File: config.mk
export PLATFORM = sky130hd
export DESIGN_NAME = intersection_phase_scheduler_flat
export DESIGN_NICKNAME = d
export VERILOG_FILES = /design/src/rtl/intersection_phase_scheduler_if.sv /design/src/rtl/intersection_phase_scheduler.sv /design/src/flat_wrapper.sv
export SDC_FILE = /design/constraint.sdc
export NUM_CORES = 1
export LEC_CHECK = 0
export BUFFER_PORTS_ARGS = -buffer_cell sky130_fd_sc_hd__buf_2
export CORE_MARGIN = 2
export CORE_UTILIZATION = 45
export DETAILED_ROUTE_END_ITERATION = 16
export MAX_ROUTING_LAYER = met4
export PLACE_DENSITY = 0.67
export SETUP_SLACK_MARGIN = 0.2
export SYNTH_ARGS = -nofsm -noshare
export SYNTH_HDL_FRONTEND = slang
export SYNTH_SLANG_ARGS = --single-unit
File: constraint.sdc
create_clock -name clk -period 2.1 [get_ports clk]
set_input_delay 0.105 -clock clk [delete_from_list [all_inputs] [get_ports clk]]
set_output_delay 0.105 -clock clk [all_outputs]
set_load 0.02 [all_outputs]
File: src/rtl/intersection_phase_scheduler_if.sv
// Bundles the demand inputs and lamp outputs of one intersection scheduler.
// Latency: not applicable (wires only).
// Backpressure: none; every signal is a level sampled or driven each cycle.
interface intersection_phase_scheduler_if #(
    parameter int N_PHASES = 4
);
    localparam int PW = $clog2(N_PHASES);

    logic [N_PHASES-1:0] req;
    logic                ped_req;
    logic                preempt;
    logic [PW-1:0]       preempt_phase;

    logic [N_PHASES-1:0] phase_green;
    logic [N_PHASES-1:0] phase_yellow;
    logic                walk;
    logic [PW-1:0]       cur_phase;
    logic [N_PHASES-1:0] pending;
    logic                ped_pending;

    // Side that produces demand and consumes lamp states.
    modport master (
        output req, ped_req, preempt, preempt_phase,
        input  phase_green, phase_yellow, walk, cur_phase, pending, ped_pending
    );

    // Scheduler side.
    modport slave (
        input  req, ped_req, preempt, preempt_phase,
        output phase_green, phase_yellow, walk, cur_phase, pending, ped_pending
    );
endinterface

File: src/rtl/intersection_phase_scheduler.sv
// Round-robin actuated phase scheduler: GREEN -> YELLOW -> all-red -> IDLE, ped walk, preemption.
// Latency: one edge from qualifying demand in IDLE to lamp change; all outputs registered.
// Backpressure: none; demand is latched until served, preempt is a level.
module intersection_phase_scheduler #(
    parameter int N_PHASES  = 4,
    parameter int GREEN_MIN = 5,
    parameter int GREEN_MAX = 20,
    parameter int YELLOW_T  = 2,
    parameter int ALLRED_T  = 1,
    parameter int WALK_T    = 4,
    parameter int TW        = 8
) (
    input logic clk,
    input logic rst,
    intersection_phase_scheduler_if.slave bus
);
    localparam int PW = $clog2(N_PHASES);

    typedef enum logic [2:0] {
        S_IDLE,
        S_GREEN,
        S_YELLOW,
        S_WALK,
        S_CLEAR
    } state_t;

    state_t              state_q, state_d;
    logic [PW-1:0]       phase_q, phase_d;
    logic [PW-1:0]       last_q, last_d;
    logic [TW-1:0]       timer_q, timer_d;
    logic [TW-1:0]       elapsed_q, elapsed_d;
    logic [N_PHASES-1:0] pending_q, pending_d;
    logic                ped_q, ped_d;
    logic [N_PHASES-1:0] green_q, green_d;
    logic [N_PHASES-1:0] yellow_q, yellow_d;
    logic                walk_q, walk_d;

    logic                pv;
    logic [N_PHASES-1:0] demand;
    logic                ped_demand;
    logic [N_PHASES-1:0] cur_mask;
    logic                other;
    logic                gap_out;
    logic                max_out;
    logic                pre_other;
    logic                pre_hold;
    logic                rr_found;
    logic [PW-1:0]       rr_idx;
    logic [PW-1:0]       cand;

    assign pv         = bus.preempt && (int'(bus.preempt_phase) < N_PHASES);
    assign demand     = pending_q | bus.req;
    assign ped_demand = ped_q | bus.ped_req;

    // Green exit qualifiers for the phase currently holding the grant.
    always_comb begin
        cur_mask          = '0;
        cur_mask[phase_q] = 1'b1;
        other     = ped_demand | (|(demand & ~cur_mask));
        gap_out   = (elapsed_q >= TW'(GREEN_MIN)) && !bus.req[phase_q];
        max_out   = (elapsed_q >= TW'(GREEN_MAX)) && other;
        pre_other = pv && (bus.preempt_phase != phase_q);
        pre_hold  = pv && (bus.preempt_phase == phase_q);
    end

    // Round-robin search: first phase with demand after the last car grant, wrapping.
    always_comb begin
        rr_found = 1'b0;
        rr_idx   = '0;
        cand     = '0;
        for (int k = 1; k <= N_PHASES; k++) begin
            cand = PW'((int'(last_q) + k) % N_PHASES);
            if (!rr_found && demand[cand]) begin
                rr_found = 1'b1;
                rr_idx   = cand;
            end
        end
    end

    // Next state, timers, demand latches and next lamp values.
    always_comb begin
        state_d   = state_q;
        phase_d   = phase_q;
        last_d    = last_q;
        timer_d   = timer_q;
        elapsed_d = elapsed_q;

        case (state_q)
            S_IDLE: begin
                if (pv) begin
                    state_d   = S_GREEN;
                    phase_d   = bus.preempt_phase;
                    last_d    = bus.preempt_phase;
                    elapsed_d = TW'(1);
                end else if (ped_demand) begin
                    state_d = S_WALK;
                    timer_d = TW'(WALK_T - 1);
                end else if (rr_found) begin
                    state_d   = S_GREEN;
                    phase_d   = rr_idx;
                    last_d    = rr_idx;
                    elapsed_d = TW'(1);
                end
            end
            S_GREEN: begin
                // A preempt aimed at the running phase freezes it in green.
                if (pre_other || (!pre_hold && (gap_out || max_out))) begin
                    state_d   = S_YELLOW;
                    timer_d   = TW'(YELLOW_T - 1);
                    elapsed_d = '0;
                end else if (elapsed_q < TW'(GREEN_MAX)) begin
                    elapsed_d = elapsed_q + 1'b1;
                end
            end
            S_YELLOW: begin
                if (timer_q == '0) begin
                    state_d = S_CLEAR;
                    timer_d = TW'(ALLRED_T - 1);
                end else begin
                    timer_d = timer_q - 1'b1;
                end
            end
            S_WALK: begin
                if (pv || timer_q == '0) begin
                    state_d = S_CLEAR;
                    timer_d = TW'(ALLRED_T - 1);
                end else begin
                    timer_d = timer_q - 1'b1;
                end
            end
            S_CLEAR: begin
                if (timer_q == '0) begin
                    state_d = S_IDLE;
                end else begin
                    timer_d = timer_q - 1'b1;
                end
            end
            default: begin
                state_d = S_IDLE;
            end
        endcase

        // Car demand latches unless that phase is already green; a grant clears it.
        for (int i = 0; i < N_PHASES; i++) begin
            pending_d[i] = pending_q[i] |
                           (bus.req[i] & !(state_q == S_GREEN && phase_q == PW'(i)));
        end
        if (state_d == S_GREEN) begin
            pending_d[phase_d] = 1'b0;
        end

        // Ped demand latches outside WALK; entering WALK clears it and wins.
        ped_d = ped_q | (bus.ped_req & (state_q != S_WALK));
        if (state_q != S_WALK && state_d == S_WALK) begin
            ped_d = 1'b0;
        end

        green_d  = '0;
        yellow_d = '0;
        walk_d   = (state_d == S_WALK);
        if (state_d == S_GREEN) begin
            green_d[phase_d] = 1'b1;
        end
        if (state_d == S_YELLOW) begin
            yellow_d[phase_d] = 1'b1;
        end
    end

    // State, timers and registered lamp outputs.
    always_ff @(posedge clk or posedge rst) begin
        if (rst) begin
            state_q   <= S_IDLE;
            phase_q   <= '0;
            last_q    <= PW'(N_PHASES - 1);
            timer_q   <= '0;
            elapsed_q <= '0;
            pending_q <= '0;
            ped_q     <= 1'b0;
            green_q   <= '0;
            yellow_q  <= '0;
            walk_q    <= 1'b0;
        end else begin
            state_q   <= state_d;
            phase_q   <= phase_d;
            last_q    <= last_d;
            timer_q   <= timer_d;
            elapsed_q <= elapsed_d;
            pending_q <= pending_d;
            ped_q     <= ped_d;
            green_q   <= green_d;
            yellow_q  <= yellow_d;
            walk_q    <= walk_d;
        end
    end

    assign bus.phase_green  = green_q;
    assign bus.phase_yellow = yellow_q;
    assign bus.walk         = walk_q;
    assign bus.cur_phase    = phase_q;
    assign bus.pending      = pending_q;
    assign bus.ped_pending  = ped_q;
endmodule

File: src/flat_wrapper.sv
// flat-port wrapper written by rule: the top's interface ports become plain ports
module intersection_phase_scheduler_flat 
#(
    parameter int N_PHASES  = 4,
    parameter int GREEN_MIN = 5,
    parameter int GREEN_MAX = 20,
    parameter int YELLOW_T  = 2,
    parameter int ALLRED_T  = 1,
    parameter int WALK_T    = 4,
    parameter int TW        = 8
)
  (clk, rst, bus_req, bus_ped_req, bus_preempt, bus_preempt_phase, bus_phase_green, bus_phase_yellow, bus_walk, bus_cur_phase, bus_pending, bus_ped_pending);
  intersection_phase_scheduler_if #(.N_PHASES(N_PHASES)) bus_i ();
  input logic clk;
  input logic rst;
  input wire logic [$bits(bus_i.req)-1:0] bus_req;
  input wire logic [$bits(bus_i.ped_req)-1:0] bus_ped_req;
  input wire logic [$bits(bus_i.preempt)-1:0] bus_preempt;
  input wire logic [$bits(bus_i.preempt_phase)-1:0] bus_preempt_phase;
  output wire logic [$bits(bus_i.phase_green)-1:0] bus_phase_green;
  output wire logic [$bits(bus_i.phase_yellow)-1:0] bus_phase_yellow;
  output wire logic [$bits(bus_i.walk)-1:0] bus_walk;
  output wire logic [$bits(bus_i.cur_phase)-1:0] bus_cur_phase;
  output wire logic [$bits(bus_i.pending)-1:0] bus_pending;
  output wire logic [$bits(bus_i.ped_pending)-1:0] bus_ped_pending;
  assign bus_i.req = bus_req;
  assign bus_i.ped_req = bus_ped_req;
  assign bus_i.preempt = bus_preempt;
  assign bus_i.preempt_phase = bus_preempt_phase;
  assign bus_phase_green = bus_i.phase_green;
  assign bus_phase_yellow = bus_i.phase_yellow;
  assign bus_walk = bus_i.walk;
  assign bus_cur_phase = bus_i.cur_phase;
  assign bus_pending = bus_i.pending;
  assign bus_ped_pending = bus_i.ped_pending;
  intersection_phase_scheduler #(.N_PHASES(N_PHASES), .GREEN_MIN(GREEN_MIN), .GREEN_MAX(GREEN_MAX), .YELLOW_T(YELLOW_T), .ALLRED_T(ALLRED_T), .WALK_T(WALK_T), .TW(TW)) u_core (.clk(clk), .rst(rst), .bus(bus_i));
endmodule
After elaboration in Yosys (flattened, before gate mapping)

Cells that the tools add are included.

Add/sub/neg operators: 6
Order comparisons: 11
Eq/ne operators: 21
Muxes and demuxes: 54
Bitwise operators: 17
Reduce and logical (&&, ||, !) cells: 37

Operators with widths:

| kind                  | number |
|---|---|
| $mux W8               | 11 |
| $pmux W8 S5           | 1 |
| $mux W2               | 11 |
| $mux W3               | 7 |
| $lt A2 B3 Y1 const B  | 6 |
| $pmux W8 S2           | 1 |
| $logic_and A1 B1 Y1   | 15 |
| $pmux W3 S5           | 1 |
| $eq A3 B2 Y1 const B  | 4 |
| $mux W1               | 12 |
| $mux W4               | 3 |
| $bmux W1 S2           | 5 |
| $logic_not A1 Y1      | 9 |
| $add A8 B1 Y8 const B | 1 |
| $and A4 B4 Y4         | 2 |
| $ge A8 B3 Y1 const B  | 1 |
| $ge A8 B5 Y1 const B  | 1 |
| $logic_not A8 Y1      | 1 |
| $lt A8 B5 Y1 const B  | 1 |
| $not A4 Y4            | 2 |
| $sub A8 B1 Y8 const B | 1 |
| $or A1 B1 Y1          | 7 |
| $eq A3 B1 Y1 const B  | 2 |
| $ne A2 B2 Y1 const B  | 3 |
| other kinds (24)      | 38 |

Bits in registers: 37
Input port bits: 10
Logic and storage cells: 156

Depth between registers and ports, before layout

Gate-level depths: netlist of run 1.

Depth in word-level cells: 24
Gate-level depth with buffers: 9

Worst setup path after synthesis of run 1

OpenSTA, ideal clock, no wires.

Kind: reg-to-reg
Start: register u_core.phase_q[1], in the netlist u_core.bus.cur_phase[1]
End: register u_core.pending_q[0], in the netlist u_core.bus.pending[0]
Arrival: 2218 ps
Path slack: -244 ps
Stages on the path, launching flop included: 8
Path buffers: 1
Clock period less this slack: 2344 ps
Cells stage by stage: dfrtp_1 -> buf_4 -> nor3b_1 -> o21ai_1 -> a221o_1 -> a2111oi_4 -> o21ai_2 -> o32a_1

Longest elaborated chain between the ends: 16

Ends and longest elaborated chain:

| element                                                            | RTL line                            | text |
|---|---|---|
| start: declaration                                                 | intersection_phase_scheduler.sv:28  | `logic [PW-1:0] phase_q, phase_d;` |
| start signal: assignment                                           | intersection_phase_scheduler.sv:184 | `phase_q <= phase_d;` |
| $lt A2 B3 Y1 (not written as such) or $ge A2 B1 Y1 (tied branches) | intersection_phase_scheduler.sv:58  | `cur_mask[phase_q] = 1'b1;` |
| $logic_and A1 B1 Y1 (not written as such)                          | intersection_phase_scheduler.sv:58  |  |
| $mux W1 (not written as such)                                      | intersection_phase_scheduler.sv:58  |  |
| $demux W1 S2                                                       | -                                   |  |
| $not A4 Y4                                                         | intersection_phase_scheduler.sv:59  | `other = ped_demand \| (\|(demand & ~cur_mask));` |
| $and A4 B4 Y4                                                      | intersection_phase_scheduler.sv:59  |  |
| $reduce_or A4 Y1                                                   | intersection_phase_scheduler.sv:59  |  |
| $or A1 B1 Y1                                                       | intersection_phase_scheduler.sv:59  |  |
| $logic_and A1 B1 Y1                                                | intersection_phase_scheduler.sv:61  | `max_out = (elapsed_q >= TW'(GREEN_MAX)) && other;` |
| $logic_or A1 B1 Y1                                                 | intersection_phase_scheduler.sv:107 | `if (pre_other \|\| (!pre_hold && (gap_out \|\| max_out))) begin` |
| $logic_and A1 B1 Y1                                                | intersection_phase_scheduler.sv:107 |  |
| $logic_or A1 B1 Y1                                                 | intersection_phase_scheduler.sv:107 |  |
| $mux W3                                                            | intersection_phase_scheduler.sv:107 |  |
| $pmux W3 S5                                                        | intersection_phase_scheduler.sv:88  | `case (state_q)` |
| $eq A3 B1 Y1                                                       | intersection_phase_scheduler.sv:148 | `if (state_d == S_GREEN) begin` |
| $mux W4 *                                                          | intersection_phase_scheduler.sv:148 |  |
| net u_core.pending_d[0]                                            | intersection_phase_scheduler.sv:32  | `logic [N_PHASES-1:0] pending_q, pending_d;` |
| end signal: assignment                                             | intersection_phase_scheduler.sv:188 | `pending_q <= pending_d;` |
| end: declaration                                                   | intersection_phase_scheduler.sv:32  |  |

Mark *: on every way through the listed nets, which the timed path passes. The rest lies on a longest branch. The select of a mux whose other input is x is not followed.
A chain may end at the register's enable or synchronous reset.

Worst setup path in the final report of run 1

Start: register u_core.pending_q[2], in the netlist u_core.bus.pending[2]
End: register u_core.timer_q[7]

Longest elaborated chain between the ends: 10

Ends and longest elaborated chain:

| element                            | RTL line                            | text |
|---|---|---|
| $or A4 B4 Y4                       | intersection_phase_scheduler.sv:52  | `assign demand = pending_q \| bus.req;` |
| $and A4 B4 Y4                      | intersection_phase_scheduler.sv:59  |  |
| $reduce_or A4 Y1                   | intersection_phase_scheduler.sv:59  |  |
| $or A1 B1 Y1                       | intersection_phase_scheduler.sv:59  |  |
| $logic_and A1 B1 Y1                | intersection_phase_scheduler.sv:61  |  |
| $logic_or A1 B1 Y1                 | intersection_phase_scheduler.sv:107 |  |
| $logic_and A1 B1 Y1                | intersection_phase_scheduler.sv:107 |  |
| $logic_or A1 B1 Y1                 | intersection_phase_scheduler.sv:107 |  |
| $ne A2 B1 Y1 (no source line)      | -                                   |  |
| $reduce_and A5 Y1 (no source line) | -                                   |  |
| end signal: assignment             | intersection_phase_scheduler.sv:186 | `timer_q <= timer_d;` |
| end: declaration                   | intersection_phase_scheduler.sv:30  | `logic [TW-1:0] timer_q, timer_d;` |

Every way passes these cells.

==> impl_metrics.env, run 1 <==
export IMPL_critPathCapture="u_core.timer_q[7]"
export IMPL_avgSynthCellArea_sq_um=8.783
export IMPL_setup_viol=28
export IMPL_fin_hold_ws_ns=0.1403
export IMPL_endpoint_kind="register"
export IMPL_syn_num_nets=270
export IMPL_num_antenna_cells=0
export IMPL_drt_initial_drc_count=112
export IMPL_worstMarginPinSlew_ns=0.6823
export IMPL_vdd_drop_max_v=0.0009161
export IMPL_yosys_area_top_type="dfrtp_1"
export IMPL_cts_tree="done"
export IMPL_io_buffers=25
export IMPL_critPathLaunch="u_core.bus.pending[2]"
export IMPL_synthCells=255
export IMPL_drive_gt1_frac=0.5279
export IMPL_grt_pass1_wl_mm=11.08
export IMPL_post_drt_wl_per_cell_microns=16.40
export IMPL_mappedNetlistArea_sq_mm=0.002240
export IMPL_synthArstFlopShare=1.000
export IMPL_stdcell_count=425
export IMPL_crit_type="reg2reg"
export IMPL_cp_data_arrival_time_ns=2.51
export IMPL_worst_hold_path_type="in2reg"
export IMPL_fin_crit_sh=1.116
export IMPL_synth_commonest_cells="nor2_1 (36), dfrtp_1 (35), a21oi_1 (16)"
export IMPL_status="complete, but fails checks"
export IMPL_r2r_cells=7
export IMPL_via_per_inst=5.628
export IMPL_clk_latency_ns=0.29
export IMPL_layout_nets=372
export IMPL_wl_met2_mm=3.527
export IMPL_leakage_nw=1.573
export IMPL_cts_sinks=37
export IMPL_chipWidth_microns=74.55
export IMPL_first_pass_iters=4
export IMPL_violations="setup timing"
export IMPL_skew_ns=0.01127
export IMPL_synthToLayoutAreaGrowth_pct=59.27
export IMPL_die_y_microns=74.55
export IMPL_htree_num_levels=2
export IMPL_root_buffer="clkbuf_8"
export IMPL_synth_edff_count=0
export IMPL_dp_cells=398
export IMPL_setup_slack_ns=-0.2438
export IMPL_worstReg2RegEnd="u_core.timer_q[7]"
export IMPL_maxCapViolations=0
export IMPL_vias=2392
export IMPL_place_hpwl_mm=4.381
export IMPL_ys_ff_latch=37
export IMPL_top_layer="met4"
export IMPL_tns_ns=-4.089
export IMPL_yosysSeqAreaShare=0.4145
export IMPL_core_area_sq_mm=0.004755
export IMPL_drc_errors=0
export IMPL_synth_main_ff_cell="dfrtp_1"
export IMPL_antenna_found_initial=0
export IMPL_grt_util_all_layers=0.2689
export IMPL_powerDensity_mw_per_mm2=1696
export IMPL_finalCoreUtilization=0.7503
export IMPL_slew_headroom=0.5416
export IMPL_dr_wl_met3_microns=317
export IMPL_gp_congestion=0.9150
export IMPL_synth_top_cell_area_share=0.3911
export IMPL_ys_types=52
export IMPL_cp_max_fo=6
export IMPL_startpoint_type="register"
export IMPL_final_hold_violation_count=0
export IMPL_max_freq_mhz=426.7
export IMPL_ios=26
export IMPL_start_util=0.4711
export IMPL_clockBufferDepth=2
export IMPL_rows=25
export IMPL_slew_violations=0
export IMPL_numCtsBuffers=5
export IMPL_fp_dieArea_sq_mm=0.005557
export IMPL_grt_max_degree=38
export IMPL_critPathRequiredTime_ns=2.26
export IMPL_met1Wirelength_mm=3.021
export IMPL_wl_mm=6.968
export IMPL_clk_pin_slew_ns=0.07
export IMPL_reg2reg_slack_ns=-0.24
export IMPL_period_minus_slack_ns=2.344
export IMPL_ant_nets=0
export IMPL_synth_warnings=0
export IMPL_rsz0062_at_grt="yes"
export IMPL_synthTopCellsByArea="dfrtp_1 (39%), nor2_1 (6.0%), a21oi_1 (3.6%)"
export IMPL_post_place_ws_ns=-0.1837
export IMPL_grt_overflow=0
export IMPL_grt_pass1_vias=2372
export IMPL_reg2reg_from="u_core.bus.pending[2]"
export IMPL_synth_most_common_cell="nor2_1"
cell type report:
| cell class | count | area [sq um] |
|---|---|---|
| Sequential cell | 37 | 934.6 |
| Inverter | 13 | 51.30 |
| Clock buffer | 6 | 72.57 |
| Multi-Input combinational cell | 195 | 1615 |
| Timing Repair Buffer | 105 | 799.5 |
| Clock inverter | 2 | 10.01 |
| Tap cell | 67 | 83.83 |
| Fill cell | 345 | 1187 |
placed cells by master, fill, tap and decap left out, types with 6 or more instances in the layout:
| master | count |
|---|---|
| buf_4 | 61 |
| dfrtp_1 | 30 |
| nor2_1 | 27 |
| buf_2 | 25 |
| buf_6 | 17 |
| a21oi_1 | 13 |
| nand2_1 | 11 |
| inv_1 | 10 |
| o21ai_1 | 10 |
| nor3_1 | 8 |
| o21ai_0 | 6 |
stage by stage:
| stage | area, sq um | total power, mW |
|---|---|---|
| finish | 3567 | 6.050 |
| global route | 3567 | 6.487 |
| CTS | 3318 | 5.387 |
| detailed placement | 2923 | 4.264 |
| global placement | 2923 | 4.223 |
| floorplan | 2315 | 3.036 |
layer usage:
metal | up-vias | global-route usage
li1 | 1149 | -
met1 | 1168 | 0.3365
met2 | 64 | 0.4395
met3 | 11 | 0.05691
met4 | 0 | 0.07738
met5 | - | -
logic make-up after synthesis:
kind of cell | Yosys count | share of synthesized area
compound gates | 87 | 0.2637
xor+xnor | 2 | 0.007823
fa+ha+maj | 5 | 0.02793
buf+inv | 23 | 0.04246
flops | 37 | 0.4145
mux | 1 | 0.01006
simple gates | 100 | 0.2335
how the worst min path moves through the flow:
stage | start | endpoint | slack [ns] | cells after the start
6_report | bus_ped_req | u_core.bus.ped_pending | 0.14 | 3
5_1_grt | bus_ped_req | u_core.bus.ped_pending | 0.15 | 3
4_1_cts | bus_preempt_phase[1] | u_core.last_q[1] | 0.11 | 3
3_5_place_dp | rst | u_core.elapsed_q[5] | 0.24 | 3
3_3_place_gp | rst | u_core.elapsed_q[5] | 0.24 | 3
2_1_floorplan | bus_preempt_phase[1] | u_core.last_q[1] | 0.25 | 2
timing repair:
| item | in CTS | in global routing |
|---|---|---|
| buffers inserted | 13 | 4 |
| pin swaps | 23 | 17 |
| cloned | 1 | 0 |
| gates resized for setup | 50 | 49 |
| hold endpoints to repair | 35 | 0 |
| setup endpoints to repair | 34 | 35 |
| hold buffers | 1 | 0 |
sequential cells by signal (all words and copies together), names as in the netlist:
register	count
u_core.last_q	2
u_core.bus.phase_green	4
u_core.state_q	3
u_core.bus.phase_yellow	4
u_core.timer_q	8
u_core.bus.pending	4
u_core.bus.ped_pending	1
u_core.elapsed_q	8
u_core.bus.walk	1
u_core.bus.cur_phase	2
critical path, stage by stage, from the launching register on:
cell and delay, ns:
dfrtp_2 0.45, nor4_4 0.30, o21ai_1 0.12, a221o_1 0.46, a2111oi_4 0.41, buf_4 0.23
or2_4 0.19, o31ai_2 0.07
power by group:
part           internal [mW]  switching (mW)
Sequential             0.996           0.219
Clock                  0.230           0.246
Combinational           2.06            2.30
Power figures use the tool's default switching activity.
==> run 2: changes to the inputs <==
ABC_AREA = 1   (was not set)
PLACE_DENSITY = 0.66   (was 0.67)
==> run 2 against run 1 <==
The flow now finishes without violations. Die area increased by 6.2%. Cell count increased by 11%. Global-route usage decreased by 5.3 points. Critical path depth increased by 7. Non-clock buffer count decreased by 39. Flip-flop and latch count unchanged. Fmax increased by 12%. Count of clock-buffer cells in the layout unchanged. Sequential power about the same. Combinational power decreased by 18%.
==> impl_metrics.env, run 2 <==
export IMPL_final_hold_violation_count=0
export IMPL_max_freq_mhz=477.5
export IMPL_cp_max_fo=7
export IMPL_post_drt_wl_per_cell_microns=13.46
export IMPL_critPathRequiredTime_ns=2.29
export IMPL_drc_errors=0
export IMPL_yosys_area_top_type="dfrtp_1"
export IMPL_synth_main_ff_cell="dfrtp_1"
export IMPL_chipWidth_microns=76.82
export IMPL_place_hpwl_mm=3.926
export IMPL_vdd_drop_max_v=0.0008050
export IMPL_drt_initial_drc_count=213
export IMPL_cp_data_arrival_time_ns=2.29
export IMPL_worstReg2RegEnd="u_core.elapsed_q[3]"
export IMPL_slowest_delay_ns=0.64
export IMPL_synthToLayoutAreaGrowth_pct=42.00
export IMPL_status="complete, no violations"
export IMPL_cts_tree="done"
export IMPL_critPathSlowestCell="dfstp_2"
export IMPL_root_buffer="clkbuf_8"
export IMPL_layout_cells_most_common="nand2_1"
export IMPL_via_per_inst=4.960
export IMPL_yosysSeqAreaShare=0.3891
export IMPL_regArea_sq_um=933.4
export IMPL_ant_nets=0
export IMPL_first_pass_iters=4
export IMPL_grt_overflow=0
export IMPL_worst_hold_path_type="in2reg"
export IMPL_final_cell_mix="nand2_1 (57), inv_1 (41), buf_4 (33)"
export IMPL_synthTopCellsByArea="dfrtp_1 (37%), nand2_1 (13%), inv_1 (8.0%)"
export IMPL_num_antenna_cells=0
export IMPL_fin_crit_sh=0.9973
export IMPL_reg_largest_list="u_core.elapsed_q (8), u_core.timer_q (8)"
export IMPL_reg2reg_slack_ns=0.006
export IMPL_multi_input_area_sq_mm=0.001529
export IMPL_die_y_microns=76.82
export IMPL_ios=26
export IMPL_synthCells=333
export IMPL_powerDensity_mw_per_mm2=1602
export IMPL_avgSynthCellArea_sq_um=7.165
export IMPL_crit_type="reg2reg"
export IMPL_grt_pass1_vias=2220
export IMPL_critPathCapture="u_core.elapsed_q[3]"
export IMPL_numCtsBuffers=5
export IMPL_tns_ns=0
export IMPL_core_area_sq_mm=0.005107
export IMPL_r2r_cells=14
export IMPL_period_minus_slack_ns=2.094
export IMPL_startpoint_type="register"
export IMPL_synth_warnings=0
export IMPL_slew_headroom=0.6783
export IMPL_dp_cells=430
export IMPL_rsz0062_at_grt="yes"
export IMPL_drive_gt1_frac=0.4392
export IMPL_cp_common_cell="nand2_2"
export IMPL_maxCapViolations=0
export IMPL_ys_ff_latch=37
export IMPL_grt_pass1_wl_mm=9.970
export IMPL_vias=2346
export IMPL_clk_pin_slew_ns=0.09
export IMPL_rows=26
export IMPL_synth_commonest_cells="nand2_1 (80), inv_1 (51), nor2_1 (40)"
export IMPL_io_buffers=25
export IMPL_synth_edff_count=0
export IMPL_clockBufferDepth=2
export IMPL_start_util=0.4672
export IMPL_path_cells="inv_6, nand2_2, nand3_1, nand2_2, nor2_4, nand3_2, nand2_1, nand2_2, nand2_2, a21oi_4, buf_6, nand3_1, nand2_1, nor2_1"
export IMPL_syn_num_nets=348
export IMPL_setup_viol=0
export IMPL_clk_latency_ns=0.30
export IMPL_stdcell_count=473
export IMPL_endpoint_kind="register"
export IMPL_synth_most_common_cell="nand2_1"
export IMPL_slew_violations=0
export IMPL_skew_ns=0.009633
export IMPL_synth_top_cell_area_share=0.3671
export IMPL_fillCellCount=422
export IMPL_leakage_nw=1.743
export IMPL_htree_num_levels=2
export IMPL_reg2reg_from="u_core.last_q[0]"
export IMPL_ys_types=33
export IMPL_synthArstFlopShare=1.000
export IMPL_cts_sinks=37
export IMPL_antenna_found_initial=0
export IMPL_mappedNetlistArea_sq_mm=0.002386
export IMPL_fp_dieArea_sq_mm=0.005901
export IMPL_layout_nets=417
export IMPL_gp_congestion=0.8629
export IMPL_grt_util_all_layers=0.2155
export IMPL_worstMarginPinSlew_ns=0.4826
export IMPL_wl_mm=6.366
export IMPL_critPathLaunch="u_core.last_q[0]"
export IMPL_grt_max_degree=38
-- run 2: cell types whose count changed in the layout (fill, tap and decap cells not counted), moves of 12 or more --
cell	change
nand3_1	+16
nand2_2	+20
nand2_1	+46
buf_6	-12
buf_4	-28
inv_1	+31
-- run 2: cell families after synthesis --
logic type	after synthesis	synth area share
compound gates	41	0.1023
buf+inv	61	0.1002
flops	37	0.3891
fa+ha+maj	5	0.02622
xor+xnor	5	0.01836
simple gates	184	0.3639
-- run 2: per-layer routing --
metal  track usage  routed length [microns]
met5             -                        0
met4       0.06545                      102
met3       0.03882                      281
met2        0.3465                     3091
met1        0.2782                     2891
-- run 2: repair_timing --
item,in CTS,in global routing
hold buffers,1,0
gates cloned,1,0
pin swaps,25,26
buffers inserted,22,11
endpoints found under the hold margin,35,0
endpoints found under the setup margin,23,30
gates resized for setup,43,67
-- run 2: final cells by class --
class	instances	area share
Multi-Input combinational cell	235	0.4513
Clock buffer	6	0.02437
Timing Repair Buffer	66	0.1436
Inverter	57	0.06832
Tap cell	70	0.02585
Sequential cell	37	0.2755
Clock inverter	2	0.01108
-- run 2: critical path, delay by kind of cell, from the launching register on --
family,cells,cell delay [ns]
AO/OA/AOI/OAI,1,0.21
AND/OR/NAND/NOR,11,0.92
flip-flops,1,0.64
buffers and inverters,2,0.21
-- run 2: worst min-delay path by stage --
| stage | cells after the start | to | startpoint |
|---|---|---|---|
| 2_1_floorplan | 2 | u_core.bus.ped_pending | bus_ped_req |
| 3_3_place_gp | 3 | u_core.elapsed_q[5] | rst |
| 3_5_place_dp | 3 | u_core.elapsed_q[4] | rst |
| 4_1_cts | 3 | u_core.bus.pending[0] | bus_req[0] |
| 5_1_grt | 3 | u_core.bus.pending[0] | bus_req[0] |
| 6_report | 3 | u_core.bus.ped_pending | bus_ped_req |
-- run 2: through the flow --
| stage | hold WS, ns | cell area, sq um | setup slack [ns] | power [mW] | util |
|---|---|---|---|---|---|
| 6_report | 0.1283 | 3388 | 0.005586 | 5.427 | 0.6634 |
| 5_1_grt | 0.1573 | 3388 | -0.1299 | 5.819 | 0.6634 |
| 4_1_cts | 0.1297 | 3080 | 0.1410 | 4.778 | 0.6031 |
| 3_5_place_dp | 0.2491 | 2631 | 0.05632 | 3.458 | 0.5152 |
| 3_3_place_gp | 0.2455 | 2631 | 0.05490 | 3.431 | 0.5152 |
| 2_1_floorplan | 0.2741 | 2386 | 0.2827 | 2.876 | - |
-- run 2: power breakdown --
group          leakage (nW)  switching, mW  internal (mW)  total (mW)
clock network        0.0574          0.286          0.387       0.672
registers             0.463          0.227          0.959        1.19
logic                  1.22           2.08           1.49        3.57
==> run 3: changes to the inputs <==
PLACE_DENSITY = not set   (was 0.66)
clock period = 2.21 ns   (was 2.1 ns; I/O delays follow)
==> run 3 against run 2 <==
Fmax up 6.0%. Critical path type unchanged. Sequential power down 7%. Largest power group unchanged. Cell count down 5.1%. Total power down 24%. Routed wire length down 12%.
==> impl_metrics.env, run 3 (synthesis results as in run 2) <==
export IMPL_status="complete, no violations"
export IMPL_num_antenna_cells=0
export IMPL_skew_ns=0.01088
export IMPL_slew_violations=0
export IMPL_post_drt_wl_per_cell_microns=12.44
export IMPL_wl_mm=5.586
export IMPL_grt_pass1_vias=2043
export IMPL_via_per_inst=4.817
export IMPL_r2r_cells=13
export IMPL_dp_cells=427
export IMPL_ios=26
export IMPL_final_cell_mix="nand2_1 (70), inv_1 (49), nor2_1 (33), dfrtp_1 (33), buf_2 (25)"
export IMPL_fin_hold_ws_ns=0.1445
export IMPL_place_hpwl_mm=4.002
export IMPL_worst_hold_path_type="in2reg"
export IMPL_startpoint_type="register"
export IMPL_first_pass_iters=4
export IMPL_final_hold_violation_count=0
export IMPL_drive_gt1_frac=0.3034
export IMPL_reg_largest_list="u_core.elapsed_q (8), u_core.timer_q (8)"
export IMPL_setup_slack_ns=0.2336
export IMPL_p_total_mw=4.151
export IMPL_max_freq_mhz=506.0
export IMPL_antenna_found_initial=0
export IMPL_vias=2163
export IMPL_post_place_ws_ns=0.1028
export IMPL_setup_viol=0
export IMPL_core_area_sq_mm=0.005107
export IMPL_tns_ns=0
export IMPL_cts_sinks=37
export IMPL_rsz0062_at_grt="yes"
export IMPL_critPathRequiredTime_ns=2.44
export IMPL_grt_util_all_layers=0.1996
export IMPL_holdPathStages=3
export IMPL_worstMarginPinSlew_ns=0.4839
export IMPL_cp_data_arrival_time_ns=2.20
export IMPL_start_util=0.4672
export IMPL_die_y_microns=76.82
export IMPL_chipWidth_microns=76.82
export IMPL_ant_nets=0
export IMPL_stdcell_count=449
export IMPL_fp_dieArea_sq_mm=0.005901
export IMPL_cts_tree="done"
export IMPL_fillCellCount=510
export IMPL_slew_headroom=0.6774
export IMPL_powerDensity_mw_per_mm2=1422
export IMPL_io_buffers=25
export IMPL_rows=26
export IMPL_numCtsBuffers=5
export IMPL_grt_pass1_wl_mm=9.163
export IMPL_grt_overflow=0
export IMPL_clk_latency_ns=0.30
export IMPL_gp_congestion=0.9129
export IMPL_layout_cells_most_common="nand2_1"
export IMPL_htree_num_levels=2
export IMPL_root_buffer="clkbuf_8"
export IMPL_leakage_nw=1.517
export IMPL_crit_type="reg2reg"
export IMPL_endpoint_kind="register"
export IMPL_vdd_drop_max_v=0.0005851
export IMPL_grt_max_degree=38
export IMPL_clockBufferDepth=2
export IMPL_fin_crit_sh=0.8943
export IMPL_drt_initial_drc_count=111
export IMPL_cp_max_fo=9
export IMPL_clk_pin_slew_ns=0.08
export IMPL_layout_nets=393
export IMPL_period_minus_slack_ns=1.976
export IMPL_synthToLayoutAreaGrowth_pct=22.39
export IMPL_drc_errors=0
export IMPL_maxCapViolations=0
run 3: changes by cell type in the layout (fill, tap and decap cells not counted), moves of 4 or more:
| cell | previous run | this run |
|---|---|---|
| buf_4 | 33 | 15 |
| buf_6 | 5 | 0 |
| inv_1 | 41 | 49 |
| inv_2 | 12 | 7 |
| nand2_1 | 57 | 70 |
| nand2_2 | 21 | 16 |
| nand2_4 | 10 | 3 |
| nand3_1 | 18 | 22 |
| nor2_1 | 28 | 33 |
run 3: power by group:
| group | leakage, nW | switching [mW] | internal (mW) |
|---|---|---|---|
| clock | 0.0439 | 0.256 | 0.218 |
| combinational | 1.01 | 1.63 | 0.930 |
| sequential | 0.464 | 0.205 | 0.908 |
run 3: routing by layer:
metal  up-vias  GRT usage  wire length, microns
met5         -          -                     0
met4         0    0.05455                    62
met3         5    0.03529                   199
met2        40     0.3114                  2611
met1       979     0.2686                  2712
li1       1139          -                     -
run 3: area by class of cell:
type                            count  area (sq um)  area share
Tap cell                           70         87.58     0.02999
Sequential cell                    37         930.9      0.3188
Clock buffer                        5         68.82     0.02356
Timing Repair Buffer               41         247.7     0.08483
Inverter                           57         216.5     0.07412
Multi-Input combinational cell    236          1351      0.4627
Clock inverter                      3         17.52    0.005998
run 3: critical path, stage by stage, from the launching register on:
cell,delay (ns)
dfstp_2,0.62
inv_4,0.08
nand2_1,0.08
nand2_1,0.08
o21ai_2,0.18
inv_2,0.07
nand3_2,0.09
nand2_1,0.06
nand2_1,0.08
nand2_2,0.08
a21oi_4,0.21
buf_4,0.15
nor2_2,0.03
a21oi_2,0.09
run 3: worst paths after layout:
path | start | endpoint | slack, ns
max | u_core.last_q[0] | u_core.elapsed_q[0] | 0.23
min | bus_ped_req | u_core.bus.ped_pending | 0.14
max reg2reg | u_core.last_q[0] | u_core.elapsed_q[0] | 0.23
min reg2reg | u_core.elapsed_q[7] | u_core.elapsed_q[7] | 0.49
max in group asynchronous | rst | u_core.bus.cur_phase[0] | 1.37
min in group asynchronous | rst | u_core.bus.pending[0] | 0.47
run 3: per-stage QoR:
step | util | cell area (sq um)
6_report | 0.5718 | 2920
5_1_grt | 0.5718 | 2920
4_1_cts | 0.5407 | 2761
3_5_place_dp | 0.5083 | 2596
3_3_place_gp | 0.5083 | 2596
2_1_floorplan | - | 2386
run 3: what timing repair did:
item	in CTS	in global routing
hold buffers	1	0
gates cloned	1	0
pin swaps	2	9
hold endpoints to repair	35	0
buffers inserted	5	7
gates resized for setup	6	33
endpoints found under the setup margin	9	27
